### src/rtl/incr_seq_ctrl.sv
// incr_seq_ctrl: sequencing register stage around an external 2-bit +1 incrementer.
// Holds the current value, feeds it to the incrementer, and captures the returned
// sum/carry once per cycle for a programmed number of steps. Carry-outs are
// counted in a saturating wrap counter. A one-cycle done pulse marks completion.
//
// state | meaning
// ------+-----------------------------------------------------------
// IDLE  | waiting for start; result registers hold the last run
// RUN   | one increment per cycle until the remaining count runs out
// DONE  | one-cycle completion pulse; results hold, then back to IDLE
module incr_seq_ctrl #(
   parameter int STEP_W = 4,
   parameter int WRAP_W = 4
) (
   input  logic              clk,
   input  logic              rst_n,
   input  logic              start,
   input  logic [1:0]        load_val,
   input  logic [STEP_W-1:0] steps,
   output logic [1:0]        inc_a,
   input  logic [1:0]        inc_sum,
   input  logic              inc_stat,
   output logic [1:0]        count,
   output logic [WRAP_W-1:0] wraps,
   output logic              wrap_sat,
   output logic              busy,
   output logic              done
);

   typedef enum logic [1:0] {
      S_IDLE = 2'd0,
      S_RUN  = 2'd1,
      S_DONE = 2'd2
   } state_t;

   localparam logic [WRAP_W-1:0] WRAP_MAX = {WRAP_W{1'b1}};
   localparam logic [STEP_W-1:0] STEP_ONE = STEP_W'(1);

   state_t            state_q, state_d;
   logic [1:0]        count_q, count_d;
   logic [WRAP_W-1:0] wraps_q, wraps_d;
   logic              wrap_sat_q, wrap_sat_d;
   logic [STEP_W-1:0] remaining_q, remaining_d;

   // State and result registers; reset aborts any run without a done pulse.
   always_ff @(posedge clk or negedge rst_n) begin
      if (!rst_n) begin
         state_q     <= S_IDLE;
         count_q     <= 2'd0;
         wraps_q     <= '0;
         wrap_sat_q  <= 1'b0;
         remaining_q <= '0;
      end else begin
         state_q     <= state_d;
         count_q     <= count_d;
         wraps_q     <= wraps_d;
         wrap_sat_q  <= wrap_sat_d;
         remaining_q <= remaining_d;
      end
   end

   // Next-state and register update logic; everything holds unless a state acts on it.
   always_comb begin
      state_d     = state_q;
      count_d     = count_q;
      wraps_d     = wraps_q;
      wrap_sat_d  = wrap_sat_q;
      remaining_d = remaining_q;
      case (state_q)
         S_IDLE: begin
            if (start) begin
               count_d     = load_val;
               remaining_d = steps;
               wraps_d     = '0;
               wrap_sat_d  = 1'b0;
               state_d     = (steps != '0) ? S_RUN : S_DONE;
            end
         end
         S_RUN: begin
            count_d     = inc_sum;
            remaining_d = remaining_q - STEP_ONE;
            if (inc_stat) begin
               if (wraps_q == WRAP_MAX) begin
                  wrap_sat_d = 1'b1;
               end else begin
                  wraps_d = wraps_q + 1'b1;
               end
            end
            // Leaving at 1 means remaining never wraps below zero.
            if (remaining_q == STEP_ONE) begin
               state_d = S_DONE;
            end
         end
         S_DONE: begin
            state_d = S_IDLE;
         end
         default: begin
            state_d = S_IDLE;
         end
      endcase
   end

   assign inc_a    = count_q;
   assign count    = count_q;
   assign wraps    = wraps_q;
   assign wrap_sat = wrap_sat_q;
   assign busy     = (state_q == S_RUN) || (state_q == S_DONE);
   assign done     = (state_q == S_DONE);

endmodule

### config.mk
export PLATFORM = sky130hd
export DESIGN_NAME = incr_seq_ctrl
export DESIGN_NICKNAME = d
export VERILOG_FILES = /design/src/rtl/incr_seq_ctrl.sv
export SDC_FILE = /design/constraint.sdc
export NUM_CORES = 1
export LEC_CHECK = 0
export ABC_AREA = 1
export ABC_CLOCK_PERIOD_IN_PS = 2600
export CORE_MARGIN = 2
export CORE_UTILIZATION = 51
export CTS_CLUSTER_SIZE = 16
export DETAILED_ROUTE_END_ITERATION = 8
export GPL_TIMING_DRIVEN = 0
export PLACE_DENSITY = 0.87
export SYNTH_ARGS = -nofsm -noshare
export SYNTH_HDL_FRONTEND = slang
export SYNTH_SLANG_ARGS = --single-unit
### constraint.sdc
create_clock -name clk -period 2.6 [get_ports clk]
set_clock_uncertainty 0.05 [all_clocks]
set_input_delay 0.65 -clock clk [delete_from_list [all_inputs] [get_ports clk]]
set_output_delay 0.65 -clock clk [all_outputs]
set_load 0.02 [all_outputs]
==> results of run 1 <==
-- Yosys cell counts, types with 4 or more instances --
master,instances,area [um2]
inv_1,14,52.6
nor2_1,18,67.6
o21ai_0,4,20.0
ha_1,7,87.6
nand3_1,6,30.0
nand2_1,41,154
dfrtp_1,13,325
-- cell type report --
| class | instances | area [um2] |
|---|---|---|
| Inverter | 15 | 56.3 |
| Clock buffer | 4 | 26.3 |
| Buffer | 2 | 15.0 |
| Tap cell | 16 | 20.0 |
| Sequential cell | 13 | 325 |
| Fill cell | 131 | 415 |
| Multi-Input combinational cell | 91 | 480 |
| Timing Repair Buffer | 22 | 220 |
-- cell families (layout without fill, tap and decap cells) --
logic type | Yosys count | after routing | share of synthesized area, %
buffers and inverters | 17 | 43 | 8.13
flip-flops | 13 | 13 | 37.1
AO/OA/AOI/OAI | 10 | 10 | 6.85
AND/OR/NAND/NOR | 73 | 73 | 36.9
adder cells (fa/ha/maj) | 7 | 7 | 9.99
XOR/XNOR | 1 | 1 | 0.999
-- layer usage --
layer  wire length (um)  track usage, %  vias to the layer above
li1                   -               -                      429
met1                861            26.9                      382
met2                903            38.9                       24
met3                118            4.37                        4
met4                 27            7.65                        0
met5                  0               0                        -
-- sequential cells by signal, indices dropped and copies added (netlist names) --
register     flops
wraps            4
wrap_sat         1
count            2
state_q          2
remaining_q      4
-- worst max path at each step --
stage / slack, ns / to / start / cells after the start
floorplan: 1.10 / busy / state_q[0]$_DFFE_PN0P_ / 2
global placement: 0.59 / busy / state_q[0]$_DFFE_PN0P_ / 3
detailed placement: 0.56 / busy / state_q[0]$_DFFE_PN0P_ / 3
CTS: 0.25 / busy / state_q[0]$_DFFE_PN0P_ / 3
global route: 0.19 / busy / state_q[0]$_DFFE_PN0P_ / 3
finish: 0.27 / busy / state_q[0]$_DFFE_PN0P_ / 3
-- critical path, cell delays in order, from the launching register on --
cell             delay (ns)
dfrtp_1                0.40
inv_1                  0.09
ha_1                   0.28
clkdlybuf4s50_1        0.59
-- per-stage QoR --
step	hold WS, ns	utilization, %
detailed placement	0.446	71.7
finish	0.464	73.4
global route	0.509	73.4
CTS	0.470	73.4
floorplan	0.304	-
global placement	0.439	71.7
-- placed cells by master (no fill, tap or decap), types with 3 or more instances in the layout --
| cell type | n |
|---|---|
| clkdlybuf4s50_1 | 22 |
| inv_1 | 14 |
| o21ai_0 | 4 |
| dfrtp_1 | 13 |
| nand3_1 | 6 |
| nor2_1 | 18 |
| ha_1 | 7 |
| nand2_1 | 41 |
| clkbuf_4 | 3 |
-- power by group through the flow --
stage	clock network [mW]	registers (mW)	logic (mW)
detailed placement	0	0.352	0.827
CTS	0.130	0.349	0.832
global placement	0	0.346	0.787
global route	0.139	0.362	0.930
floorplan	0	0.372	0.548
finish	0.129	0.349	0.827
==> metrics.md, run 1 <==
| Metric | Value |
|---|---|
| Outcome | completed |
| Clock Tree Root | clkbuf_4 |
| Total power | approximately 1.3 mW |
| Leak Pwr | 0.587 nW |
| Fin. Hold Viols | 0 |
| Clock transition at path regs | 0.08 ns |
| Comb power frac | 63.4% |
| Hpwl dp | 1.51 mm |
| Share of post-route cells with drive strength above 1 | 8.84% |
| Number of synthesized flops with an enable pin | 0 |
| DR WL/cell | 11.7 um |
| Reg-to-reg setup timing slack | 0.96 ns |
| Die width | 45.5 um |
| Yosys reg bits | 13 |
| Hold Crit Class | flip-flop to flip-flop |
| Total CTS buffers | 3 |
| Iter 0 DRT Violations | 11 |
| Pre-Repair DR Iteration Count | 4 |
| Antenna cell count | 0 |
| Vias per inst | 5.15 |
| Yosys cell types | 19 |
| Int Power | 0.673 mW |
| Worst flop-to-flop path startpoint | state_q[1]$_DFFE_PN0P_ |
| DR vias | 839 |
| Max Root-Sink Buffers | 2 |
| Dominant synthesized flop cell | dfrtp_1 |
| CP Class | flip-flop to output pin |
| DR DRC count | 0 |
| Slew headroom | 60.2% |
| Synth warnings | 0 |
| Final instance area | 1140 um2 |
| Final #Nets | approximately 170 |
| VDD IR max | 0.000801 V |
| Critical Path RT | 1.90 ns |
| Syn nets | 140 |
| Largest net degree at the start of global routing | 14 |
| Max Cap Violations | 0 |
| Hold Startpoint | count[1]$_DFFE_PN0P_ |
| Fmax | 428 MHz |
| PwrDens | between 1000 and 1500 nW/um2 |
| CTS tree | built |
| Final WS setup | about 0.27 ns |
| Core Area | 1560 um2 |
| Critical Path Start Type | flip-flop |
| Async set-reset flop share out of synthesis | between 90% and 100% |
| Port buffer count | 22 |
| Hold endpoint | count[1]$_DFFE_PN0P_ |
| Syn Inst Count | around 120 |
| Vias in the first global route | 812 |
| GRT Residual Overflow | 0 |
| Layout area overhead | 30.4% |
| Sequential power share | 26.7% |
| Die Ht | roughly 45 um |
| Dpl cells | 159 |
| Synthesized area | just under 900 um2 |
| Setup TNS | 0 ns |
| Routed Antenna Nets | 0 |
| Tmin final | 2.33 ns |
| Dpl ws | approximately 0.56 ns |
| Htree depth | 1 |
| Starting Density | a little under three fifths |
| Switching part of the total power | 48.4% |
| CP max FO | 4 |
| Placed Area | between 1000 and 1500 um2 |
| Drt total wl | 1.91 mm |
| Nature of the critical path endpoint | output pin |
| Post-route insts no fill | 163 |
| Gp weighted congestion | 0.848 |
| Depth of the most critical reg-to-reg path | 7 |
| Clock Sinks | 13 |
| R2R Path End | wraps[0]$_DFFE_PN0P_ |
| Max-slew violations | 0 |
| Site row count | 14 |
| Arrival time at the worst endpoint | 1.63 ns |
| Postcts setup bufs | 0 |
| Post_cts resized | 0 |
| Net Switching | 0.632 mW |
| # setup viols final | 0 |
| Clk pwr share | 9.9% |
| First-pass GRT wire length | approximately 3.3 mm |
| I/O pin total | 23 |
| Slew @ Worst Pin | between 0.5 and 0.6 ns |
| # hold bufs at CTS | 0 |
| Clk_lat worst skew | 0.28 ns |
| Die ar. | 2070 um2 |
| RSZ-0062 raised after global routing | no |
| Seq/Total Area, Yosys | 37.1% |
| Fin crit share | 89.8% |
| Worst hold stages | 2 |
| Total Routing Usage GR | 22.2% |
| Syn avg cell area | ~7.2 um2 |
| Initial antenna violation count | 0 |
(Power assumes the default switching activity.)
==> run 2, diff against run 1 <==
- HOLD_SLACK_MARGIN: default -> 0.05
==> results of run 2 <==
Same layout as run 1: the final DEF is identical, and so are final timing and power.
